$ cat src/rtl/secuenciador_tabla_if.sv
// Bundle of front-end and datapath signals for the truth-table sequencer.
//   start, abort : sweep control from the front end
//   vec_out      : input vector applied to the combinational datapath
//   dut_in       : datapath outputs sampled once per vector
//   busy, done   : sweep status; done is a one-cycle completion pulse
//   tabla        : captured table, entry i at [i*N_OUT +: N_OUT]
//   err, err_idx : sticky mismatch flag and first mismatching vector
// master = front end / datapath side, slave = the sequencer.
interface secuenciador_tabla_if #(
   parameter int N_IN  = 3,
   parameter int N_OUT = 2
);
   localparam int TW = (2 ** N_IN) * N_OUT;

   logic            start;
   logic            abort;
   logic [N_IN-1:0] vec_out;
   logic [N_OUT-1:0] dut_in;
   logic            busy;
   logic            done;
   logic [TW-1:0]   tabla;
   logic            err;
   logic [N_IN-1:0] err_idx;

   modport master (
      output start, abort, dut_in,
      input  vec_out, busy, done, tabla, err, err_idx
   );

   modport slave (
      input  start, abort, dut_in,
      output vec_out, busy, done, tabla, err, err_idx
   );
endinterface

$ cat src/rtl/secuenciador_tabla.sv
// Exhaustive truth-table sequencer: walks vec_out through every input vector,
// holds each one SETTLE+1 cycles, samples the datapath outputs into tabla and
// compares each entry against EXPECTED, latching the first mismatching index.
// Ports:
//   clk    : rising-edge clock
//   rst_n  : asynchronous active-low reset
//   bus    : secuenciador_tabla_if.slave (control, datapath and result signals)
//
// state | meaning
// IDLE  | waiting for start; results from the last sweep held
// HOLD  | vector vec_out applied; counter counts settle cycles, sample at 0
// DONE  | one-cycle done pulse; start ignored here
module secuenciador_tabla #(
   parameter int N_IN   = 3,
   parameter int N_OUT  = 2,
   parameter int SETTLE = 1,
   parameter logic [(2 ** N_IN) * N_OUT - 1:0] EXPECTED = 16'hE99C
) (
   input  logic                 clk,
   input  logic                 rst_n,
   secuenciador_tabla_if.slave  bus
);
   localparam int TW = (2 ** N_IN) * N_OUT;
   localparam logic [N_IN-1:0] LAST = {N_IN{1'b1}};
   localparam logic [3:0] SETTLE_CNT = 4'(SETTLE);

   typedef enum logic [1:0] {IDLE, HOLD, DONE} state_t;

   state_t           state;
   logic [3:0]       cnt;
   logic [N_IN-1:0]  vec;
   logic             busy;
   logic             done;
   logic [TW-1:0]    tabla;
   logic             err;
   logic [N_IN-1:0]  err_idx;
   logic [N_OUT-1:0] exp_entry;

   assign exp_entry = EXPECTED[vec * N_OUT +: N_OUT];

   always_ff @(posedge clk or negedge rst_n) begin
      if (!rst_n) begin
         state   <= IDLE;
         cnt     <= '0;
         vec     <= '0;
         busy    <= 1'b0;
         done    <= 1'b0;
         tabla   <= '0;
         err     <= 1'b0;
         err_idx <= '0;
      end else begin
         case (state)
            IDLE: begin
               done <= 1'b0;
               if (bus.start) begin
                  state   <= HOLD;
                  busy    <= 1'b1;
                  vec     <= '0;
                  cnt     <= SETTLE_CNT;
                  tabla   <= '0;
                  err     <= 1'b0;
                  err_idx <= '0;
               end
            end
            HOLD: begin
               // abort beats the sample edge: the pending entry is not written
               if (bus.abort) begin
                  state <= IDLE;
                  busy  <= 1'b0;
                  vec   <= '0;
               end else if (cnt != 4'd0) begin
                  cnt <= cnt - 4'd1;
               end else begin
                  tabla[vec * N_OUT +: N_OUT] <= bus.dut_in;
                  if ((bus.dut_in != exp_entry) && !err) begin
                     err     <= 1'b1;
                     err_idx <= vec;
                  end
                  if (vec == LAST) begin
                     state <= DONE;
                     busy  <= 1'b0;
                     done  <= 1'b1;
                     vec   <= '0;
                  end else begin
                     vec <= vec + 1'b1;
                     cnt <= SETTLE_CNT;
                  end
               end
            end
            DONE: begin
               done  <= 1'b0;
               state <= IDLE;
            end
            default: begin
               state <= IDLE;
               busy  <= 1'b0;
               done  <= 1'b0;
               vec   <= '0;
            end
         endcase
      end
   end

   assign bus.vec_out = vec;
   assign bus.busy    = busy;
   assign bus.done    = done;
   assign bus.tabla   = tabla;
   assign bus.err     = err;
   assign bus.err_idx = err_idx;
endmodule
$ cat src/flat_wrapper.sv
// flat-port wrapper written by rule: the top's interface ports become plain ports
module secuenciador_tabla_flat 
#(
   parameter int N_IN   = 3,
   parameter int N_OUT  = 2,
   parameter int SETTLE = 1,
   parameter logic [(2 ** N_IN) * N_OUT - 1:0] EXPECTED = 16'hE99C
)
  (clk, rst_n, bus_start, bus_abort, bus_dut_in, bus_vec_out, bus_busy, bus_done, bus_tabla, bus_err, bus_err_idx);
  secuenciador_tabla_if #(.N_IN(N_IN), .N_OUT(N_OUT)) bus_i ();
  input  logic clk;
  input  logic rst_n;
  input wire logic [$bits(bus_i.start)-1:0] bus_start;
  input wire logic [$bits(bus_i.abort)-1:0] bus_abort;
  input wire logic [$bits(bus_i.dut_in)-1:0] bus_dut_in;
  output wire logic [$bits(bus_i.vec_out)-1:0] bus_vec_out;
  output wire logic [$bits(bus_i.busy)-1:0] bus_busy;
  output wire logic [$bits(bus_i.done)-1:0] bus_done;
  output wire logic [$bits(bus_i.tabla)-1:0] bus_tabla;
  output wire logic [$bits(bus_i.err)-1:0] bus_err;
  output wire logic [$bits(bus_i.err_idx)-1:0] bus_err_idx;
  assign bus_i.start = bus_start;
  assign bus_i.abort = bus_abort;
  assign bus_i.dut_in = bus_dut_in;
  assign bus_vec_out = bus_i.vec_out;
  assign bus_busy = bus_i.busy;
  assign bus_done = bus_i.done;
  assign bus_tabla = bus_i.tabla;
  assign bus_err = bus_i.err;
  assign bus_err_idx = bus_i.err_idx;
  secuenciador_tabla #(.N_IN(N_IN), .N_OUT(N_OUT), .SETTLE(SETTLE), .EXPECTED(EXPECTED)) u_core (.clk(clk), .rst_n(rst_n), .bus(bus_i));
endmodule
$ cat config.mk
export PLATFORM = sky130hd
export DESIGN_NAME = secuenciador_tabla_flat
export DESIGN_NICKNAME = d
export VERILOG_FILES = /design/src/rtl/secuenciador_tabla_if.sv /design/src/rtl/secuenciador_tabla.sv /design/src/flat_wrapper.sv
export SDC_FILE = /design/constraint.sdc
export NUM_CORES = 1
export LEC_CHECK = 0
export ABC_AREA = 1
export CAP_MARGIN = 10
export CORE_AREA = 2 2 70 106
export DETAILED_ROUTE_END_ITERATION = 8
export DIE_AREA = 0 0 72 108
export GPL_TIMING_DRIVEN = 0
export MAX_ROUTING_LAYER = met4
export PLACE_DENSITY_LB_ADDON = 0.12
export SETUP_SLACK_MARGIN = 0.2
export SYNTH_ARGS = -nofsm -noshare
export SYNTH_HDL_FRONTEND = slang
export SYNTH_SLANG_ARGS = --single-unit
export TNS_END_PERCENT = 30
$ cat constraint.sdc
create_clock -name clk -period 4.2 [get_ports clk]
set_input_delay 0.63 -clock clk [delete_from_list [all_inputs] [get_ports clk]]
set_output_delay 0.63 -clock clk [all_outputs]
set_load 0.02 [all_outputs]
**Word level (Yosys, flattened, before mapping)**

Cells that the tools add are included.
Widths: inputs -> output; s select.

- Flip-flop bits (word level): 31
- Bits in latches: 0
- Bits in writable memories: 0
- ROM bits: 0
- Input bits: 6
- Output and inout port bits: 25
- Logic and storage cells: 77
- Memories: 0

- Add/sub/neg operators: 3
- Multipliers: 0
- Div/mod/pow operators: 0
- Magnitude comparators: 0
- Eq/ne operators: 12
- Shift-type cells: 3
- Muxes and demuxes: 38
- Bitwise logic cells: 1
- Reduce and logical (&&, ||, !) cells: 12

Operator list:

| cell | count |
|---|---|
| $mux 16 | 3 |
| $neg 4->34 | 1 |
| $shift 2x34->16 const A | 1 |
| $shiftx 2x34->16 | 1 |
| $pmux 16 s2 | 1 |
| $mux 3 | 7 |
| $bwmux 16 | 1 |
| $mux 4 | 4 |
| $shiftx 16x5->2 const A | 1 |
| $mux 1 | 12 |
| $reduce_and 4->1 | 3 |
| $pmux 3 s3 | 1 |
| $reduce_and 3->1 | 3 |
| $mux 2 | 4 |
| $pmux 4 s2 | 1 |
| $ne 2x2->1 const B | 3 |
| $ne 3x2->1 const B | 2 |
| $pmux 3 s2 | 1 |
| $reduce_and 5->1 | 1 |
| $ne 2x1->1 const B | 2 |
| $pmux 2 s2 | 1 |
| $reduce_bool 4->1 | 1 |
| $sub 4x1->4 const B | 1 |
| $add 3x1->3 const B | 1 |
| 12 further kinds | 12 |

**Depth between registers and ports, before layout**

- Depth in word-level cells: 7
- Gate-level depth with buffers: 13
- Mapped depth without buffers: 13

**Worst setup path after synthesis**

No wires, ideal clock.

- Path type: register to register
- Start: register u_core.vec[0] (netlist: u_core.bus.vec_out[0])
- End: register u_core.tabla[1] (netlist: u_core.bus.tabla[1])
- Library setup time: 0.119 ns
- Arrival: 1.837 ns
- Data required time: 4.081 ns
- Path slack: 2.244 ns
- Stages on the path, launching flop included: 10
- Buffers on the path: 0
- Clock period less this slack: 1.956 ns
- Path through: dfrtp_1 inv_2 ha_1 ha_1 inv_1 nand3_1 nor2_1 o21ai_0 nand2_1 o21ai_2

- Cells in the longest elaborated chain, start to end: 6
- Elaborated cells between the ends (all ways): 7
- Classes of those cells: add/sub: 1; shift: 2; mux: 4

RTL lines:

| what | RTL line | text |
|---|---|---|
| start, declared | secuenciador_tabla.sv:31 | `logic [N_IN-1:0] vec;` |
| start signal, assigned | secuenciador_tabla.sv:85 | `vec <= vec + 1'b1;` |
| $neg 4->34 * | secuenciador_tabla.sv:74 | `tabla[vec * N_OUT +: N_OUT] <= bus.dut_in;` |
| $shiftx 2x34->16 or $shift 2x34->16 (tied branches) | secuenciador_tabla.sv:74 |  |
| $bwmux 16 * | secuenciador_tabla.sv:74 |  |
| $mux 16 * | secuenciador_tabla.sv:71 | `end else if (cnt != 4'd0) begin` |
| $mux 16 * | secuenciador_tabla.sv:67 | `if (bus.abort) begin` |
| $pmux 16 s2 * | secuenciador_tabla.sv:52 | `case (state)` |
| end signal, assigned by index | secuenciador_tabla.sv:74 |  |
| end, declared | secuenciador_tabla.sv:34 | `logic [TW-1:0] tabla;` |

Every way passes the cells marked *; elsewhere a longest branch is shown, timed or not. The select of a mux whose other input is x is not followed.
A chain may end at the register's enable or synchronous reset.

**Worst setup path in the final report**

Ends and elaborated chain as after synthesis.

==> out/summary.txt <==
Drt first pass iters - 4
Most frequent cells after synthesis - 46 x nand2_1, 31 x dfrtp_1, 22 x nand3_1
CTS buffer count - 5
Comb power frac - 55.3%
Int Pwr - 753.7 µW
Final setup fails - 0
Final Util - 32.73%
Worst-Margin Slew - 706.6 ps
First-pass GRT wire length - 7810 µm
Skew-Pair Late Insertion Delay - 280 ps
Switching Share - 47.18%
Yosys warnings - 0
Status - finished, final reports clean
Psw - 673.1 µW
Ranking of synthesized cells by area - dfrtp_1 44%, nand2_1 9.9%, ha_1 7.2%
Vias - 1472
DP Wirelength - 3371 µm
Yosys top cell by area - dfrtp_1
Mapped Cells - 209
I/O pin cnt - 31
Sequential power share - 28.2%
Antenna Nets Post-Route - 0
Main synth FF type - dfrtp_1
Filler instances - 745
Critical path class - reg2reg
Area of the mapped netlist - 1747 µm²
Post CTS Setup Buffer Count - 0
Cell Rows - 37
Final WS setup - 2060 ps
Post-Place Cells - 317
Hold-fix buffers, CTS - 0
Clock share of power - 16.5%
P per Cell Area - 640.7 nW/µm²
Worst Path Required - 4360 ps
Overall routing resource usage - 13.27%
Reg area - 775.7 µm²
Fin cells - 324
Clk slew on worst S/H paths - 70 ps
Routability congestion estimate - 0.8510
Achievable Freq - 467.3 MHz
Final period util - 50.95%
Post-synth EDFFs - 0
Cts repair resizes - 0
H-tree depth - 2
RSZ-0062 raised after global routing - false
Starting Density - 25.67%
Worst vdd ir - 0.0002182 V
Max-cap viol count - 0
Die width - 72 µm
Final #Nets - 262
Most frequent cell after synthesis - nand2_1
TNS Setup - 0 ps
Antenna diodes - 0
Max_slew headroom - 52.90%
Total wire length - 4328 µm
Port bufs - 30
Area of the multi-input gates - 854.6 µm²
Antenna violations before repair - 0
Layout Skew - 4.487 ps
Min Tclk post-route - 2140 ps
Die Ht - 108 µm
CP Capture Type - flop
Num Clock Sinks - 31
Top-area cell type share of the netlist area - 44.41%
Pre-CTS WS - 2060 ps
Avg Cell Area, Syn - 8.357 µm²
Core area - 6805 µm²
Via-to-Cell Ratio - 4.543
Final slew viol count - 0
Congestion Overflow GR - 0
Startpoint Class - flop
Unique masters post-synth - 27
Ys async rst share - 100.0%
DRC violations left - 0
Maximum clock insertion buffer count - 2
Die area - 7776 µm²
Post-synthesis sequential area ratio - 44.41%
Crit path max fanout - 11
Clock root cell - clkbuf_8
Leakage - 0.0009860 µW
Area Growth Syn to Fin - 27.51%
Mapped Nets - 225
Vias in the first global route - 1644
Largest net degree at the start of global routing - 32
Register bit total from synthesis - 31
Count of final hold-check violations - 0
Initial DRC Count - 42
Share of layout cells above drive strength 1 - 15.04%
TritonCTS clock tree - yes
Wire length per cell - 13.36 µm
Hold Crit Class - in2async
Worst path arrival time - 2300 ps
==> power groups by stage <==
stage	combinational (µW)	sequential [µW]	clock, µW
after floorplan	518	449	0
after global routing	901	412	261
final	789	402	236
after detailed placement	799	410	0
after global placement	793	410	0
after CTS	803	405	250
==> registers in the layout, summed over array words and instances, names as in the netlist <==
signal / cells
u_core.bus.busy: 1
u_core.bus.done: 1
u_core.bus.err: 1
u_core.bus.err_idx: 3
u_core.bus.tabla: 16
u_core.bus.vec_out: 3
u_core.cnt: 4
u_core.state: 2
==> metal layers <==
| metal | vias to the layer above | GRT usage, % | wire length [µm] |
|---|---|---|---|
| li1 | 765 | - | - |
| met2 | 22 | 25.26 | 2476 |
| met1 | 681 | 13.24 | 1669 |
| met5 | - | - | 0 |
| met4 | 0 | 4.852 | 57 |
| met3 | 4 | 2.237 | 125 |
==> critical path: stages (launching register included) <==
cell and delay, ps:
dfrtp_1 520, inv_2 180, ha_1 250, ha_1 360, inv_1 180, nand3_1 100
nor2_1 160, o21ai_0 140, nand2_1 100, o21ai_2 50
==> worst paths after layout <==
kind	slack, ps	from	to	depth (start not counted)
max	2060	u_core.bus.vec_out[0]$_DFFE_PN0P_	u_core.bus.tabla[1]$_DFFE_PN0P_	9
min	400	rst_n	u_core.bus.tabla[3]$_DFFE_PN0P_	1
max reg2reg	2060	u_core.bus.vec_out[0]$_DFFE_PN0P_	u_core.bus.tabla[1]$_DFFE_PN0P_	9
min reg2reg	470	u_core.bus.err_idx[0]$_DFFE_PN0P_	u_core.bus.err_idx[0]$_DFFE_PN0P_	2
max in group asynchronous	3350	rst_n	u_core.bus.tabla[4]$_DFFE_PN0P_	1
min in group clk	470	u_core.bus.err_idx[0]$_DFFE_PN0P_	u_core.bus.err_idx[0]$_DFFE_PN0P_	2
==> cell type report <==
class                   count  area share (%)
clock inverters             1          0.2247
plain buffers               2          0.7303
clock buffers               6           3.708
repair buffers             30           13.26
multi-input cells         150           38.37
inverters                  26           4.494
well taps                  78           4.382
flip-flops and latches     31           34.83
==> placed cells by master, fill, tap and decap left out, drive strengths merged <==
cell type       n
nand2          51
dfrtp          31
clkdlybuf4s50  29
o21ai          28
inv            26
nand3          25
nor2           18
ha             10
nor3            7
clkbuf          6
a21oi           3
buf             3
o22ai           2
xor2            2
nand4           2
o32ai           1
o31ai           1
clkinv          1
==> cell families after synthesis <==
logic type | count (synthesis) | synth area share, %
adders and majority gates | 10 | 7.163
buffers and inverters | 28 | 6.662
AOI/OAI and AO/OA | 35 | 11.39
DFF | 31 | 44.41
and+or+nand+nor | 103 | 29.37
xor gates and xnor gates | 2 | 1.003
==> per-stage QoR <==
stage	total power [µW]	area, µm²	hold slack [ps]
finish	1427	2227	404.8
global route	1574	2227	482.0
CTS	1458	2227	437.2
detailed placement	1209	2140	462.3
global placement	1204	2145	468.0
floorplan	967.3	1747	334.4
Note: power is estimated with default switching activity, not from simulation.
==> patch 1, RTL diff (config.mk and constraints unchanged) <==
Reset style: synchronous (`rst_n`), changed in one clocked block. Comments in the files are not updated.
--- a/src/rtl/secuenciador_tabla.sv
+++ b/src/rtl/secuenciador_tabla.sv
@@ -40,3 +40,3 @@
 
-   always_ff @(posedge clk or negedge rst_n) begin
+   always_ff @(posedge clk) begin
       if (!rst_n) begin
Formal check against the unedited RTL: differs if rst_n is asserted again (counterexample within 4 cycles, from zero or initial values and one cycle with rst_n low); with rst_n held inactive, the same outputs for 10 cycles.
==> patch 1 against the unedited design <==
Utilization fell by 1.3 points. Count of clock-buffer cells in the layout did not move. Cell area fell by 4.0%. Synthesized cell count rose by 13%. Die area did not move. Non-clock buffer count rose by 5. Maximum frequency fell by 0.70%. Routed wire length rose by 4.9%. Critical path depth did not move. Area after synthesis fell by 4.8%. Worst setup slack got worse by 0.015 ns. Sequential cell count did not move.
Power is not compared: it rests on default switching activity, and its combinational part moved more than twofold at a synthesized area within 25%.
==> patch 1: results (changes against the unedited design) <==
crit path capture u_core.bus.tabla[8] (was u_core.bus.tabla[1]); Final clock-cell share 4.10% (was 3.93%); placed cell areas 2050 um2 (was 2140 um2); filler instances 758 (was 745); status complete, no violations (unchanged); Worst R2R Setup Slack 2.04 ns (was 2.06 ns); Final Skew 0.00451 ns (was 0.00449 ns); comb_multi_in 171 (was 150); post-layout net count 287 (was 262); PortBufs 29 (was 30); met1 WL 1820 um (was 1670 um); crit-path max cell delay 0.36 ns (was 0.52 ns); gpl congestion 0.856 (was 0.851); Worst Path Max Fanout 10 (was 11); met3 usage 2.61% (was 2.24%); largest net degree at the start of global routing 11 (was 32); most instantiated cells after synthesis nand2_1 (52), dfxtp_1 (31), a21oi_1 (29) (was nand2_1 (46), dfrtp_1 (31), nand3_1 (22)); met2 usage 25.1% (was 25.3%); area occupied by multi-input gates 883 um2 (was 855 um2); ranking of synthesized cells by area dfxtp_1 (37%), nand2_1 (12%), a21oi_1 (8.7%) (was dfrtp_1 (44%), nand2_1 (9.9%), ha_1 (7.2%)); area delta synth->final 28.6% (was 27.5%); xor/xnor share of the synthesized area 0% (was 1.00%); fin. max-slew vios 0 (unchanged); Worst path slowest cell nor3_1 (was dfrtp_1); WL/cell 12.9 um (was 13.4 um); number of global-route vias before repair 1678 (was 1644); met3 WL 137 um (was 125 um); Post-synth ARST share 0% (was 100%); Synth Area in Adders 6.02% (was 7.16%); sequential element share of the synthesized area 37.3% (was 44.4%); share of layout cells above drive strength 1 9.89% (was 15.0%); vias per cell 4.67 (was 4.54); count of cell types in the netlist 24 (was 27); reg2reg start u_core.bus.vec_out[0] (unchanged); syn_nets 251 (was 225); Max-Slew Margin vs Limit 63.7% (was 52.9%); Compound-Gate Fraction of Synth Area 13.8% (was 11.4%); overall routing resource usage 13.3% (about the same); NonClk Buf Share 16.3% (was 14.0%); dpl hpwl 3610 um (was 3370 um); invs w/o clock 27 (was 26)
patch 1: power by group through the flow:
stage / combinational (mW) / sequential, mW / clock (mW)
final: 0.195 / 0.317 / 0.243
after detailed placement: 0.197 / 0.324 / 0
after floorplan: 0.131 / 0.331 / 0
after CTS: 0.197 / 0.317 / 0.254
after global placement: 0.196 / 0.324 / 0
after global routing: 0.222 / 0.319 / 0.265
patch 1: through the flow:
stage          setup WS [ns]  total power [mW]  std cells  hold slack, ns
2_1_floorplan           2.25             0.462        237           0.432
3_3_place_gp            2.02             0.520        344           0.447
3_5_place_dp            2.03             0.520        344           0.454
4_1_cts                 2.01             0.768        351           0.464
5_1_grt                 1.70             0.805        351           0.489
6_report                2.04             0.754        351           0.459
patch 1: tightest hold or removal path, stage by stage (launching register included):
cell and delay, ns:
dfxtp_1 0.31, nand2_1 0.06, a21oi_1 0.05
==> patch 2, RTL diff (config.mk and constraints unchanged) <==
Without the edit above. `N_OUT` is set to 2 in 3 places; all go to 4.
--- a/src/rtl/secuenciador_tabla_if.sv
+++ b/src/rtl/secuenciador_tabla_if.sv
@@ -10,3 +10,3 @@
    parameter int N_IN  = 3,
-   parameter int N_OUT = 2
+   parameter int N_OUT = 4
 );
--- a/src/rtl/secuenciador_tabla.sv
+++ b/src/rtl/secuenciador_tabla.sv
@@ -14,3 +14,3 @@
    parameter int N_IN   = 3,
-   parameter int N_OUT  = 2,
+   parameter int N_OUT  = 4,
    parameter int SETTLE = 1,
--- a/src/flat_wrapper.sv
+++ b/src/flat_wrapper.sv
@@ -4,3 +4,3 @@
    parameter int N_IN   = 3,
-   parameter int N_OUT  = 2,
+   parameter int N_OUT  = 4,
    parameter int SETTLE = 1,
Interface: changed (resized bus_dut_in and bus_tabla); port bits go from 31 to 49. The function was not compared with the original's and may differ.
==> patch 2 against the unedited design <==
Clock power increased by 25%. Worst setup slack got worse by 0.067 ns. Critical path depth increased by 1. Power decreased by 9.0%. Area after synthesis increased by 35%. Clock skew about the same. Sequential cell count increased by 16. Cell area increased by 37%. Synthesized cell count increased by 36%. Global-route usage increased by 3.0 points. Routed wire length increased by 31%. Critical path type unchanged. Highest routed layer unchanged.
==> patch 2: results (changes against the unedited design) <==
Pleak 1.42 nW (was 0.986 nW); Arrival @ worst endpoint 2.39 ns (was 2.30 ns); most instantiated cells after synthesis nand2_1 (87), dfrtp_1 (47), nand3_1 (30) (was nand2_1 (46), dfrtp_1 (31), nand3_1 (22)); # clk buffers 8 (was 6); Finished Layout Cells 420 (was 324); syn_nets 301 (was 225); status complete, no violations (unchanged); WL/cell 13.5 um (was 13.4 um); comb_multi_in 204 (was 150); count of cell types in the netlist 25 (was 27); WL met2 3130 um (was 2480 um); Worst Path Max Fanout 10 (was 11); Internal Power 818 uW (was 754 uW); Slew @ Worst Pin 0.570 ns (was 0.707 ns); vias per cell 4.81 (was 4.54); Clock group 296 uW (was 236 uW); number of global-route vias before repair 2058 (was 1644); post-layout net count 357 (was 262); placed cell areas 2960 um2 (was 2140 um2); met3 WL 171 um (was 125 um); first-pass GRT wire length 9580 um (was 7810 um); crit-path max cell delay 0.50 ns (was 0.52 ns); filler instances 713 (was 745); Synth Flop Type dfrtp_1 (unchanged); NonClk Buf Share 18.2% (was 14.0%); overall routing resource usage 16.3% (was 13.3%); dpl hpwl 4460 um (was 3370 um); Final Core Density 44.9% (was 32.7%); Buffers excl. clock 56 (was 32); largest net degree at the start of global routing 25 (was 32); r2r worst-path depth 10 (was 9); met2 usage 29.8% (was 25.3%); ranking of synthesized cells by area dfrtp_1 (50%), nand2_1 (14%), nand3_1 (6.3%) (was dfrtp_1 (44%), nand2_1 (9.9%), ha_1 (7.2%)); synthesized area per cell 8.30 um2 (was 8.36 um2); fraction of area in multi-input gates 33.4% (was 38.4%); invs w/o clock 27 (was 26); latest clock arrival within the worst-skew pair 0.30 ns (was 0.28 ns); met1 Track Usage GR 17.4% (was 13.2%); biggest regs u_core.bus.tabla (32), u_core.cnt (4) (was u_core.bus.tabla (16), u_core.cnt (4)); Final Skew 0.00469 ns (was 0.00449 ns)
patch 2: worst register-to-register path: stages (launching register included):
cell and delay [ns]:
dfrtp_1 0.50, inv_2 0.07, buf_4 0.18, ha_1 0.28, buf_2 0.19, inv_1 0.21, nand3_1 0.11, nor2_1 0.30
o21ai_2 0.14, nand2_1 0.07, o21ai_1 0.05
patch 2: worst paths after layout:
path / startpoint / to / slack, ns
worst max-delay path: u_core.bus.vec_out[0] / u_core.bus.tabla[19] / 1.99
worst max register to register: u_core.bus.vec_out[0] / u_core.bus.tabla[19] / 1.99
max in group asynchronous: rst_n / u_core.bus.tabla[26] / 3.36
min in group clk: u_core.bus.tabla[26] / u_core.bus.tabla[26] / 0.48
worst min register to register: u_core.bus.tabla[26] / u_core.bus.tabla[26] / 0.48
worst min-delay path: rst_n / u_core.bus.tabla[23] / 0.32
patch 2: cell families after synthesis:
kind of cell | synth area share, %
flops | 49.7
buf+inv | 7.04
compound gates | 8.62
simple gates | 29.6
fa+ha+maj | 4.23
xor+xnor | 0.741
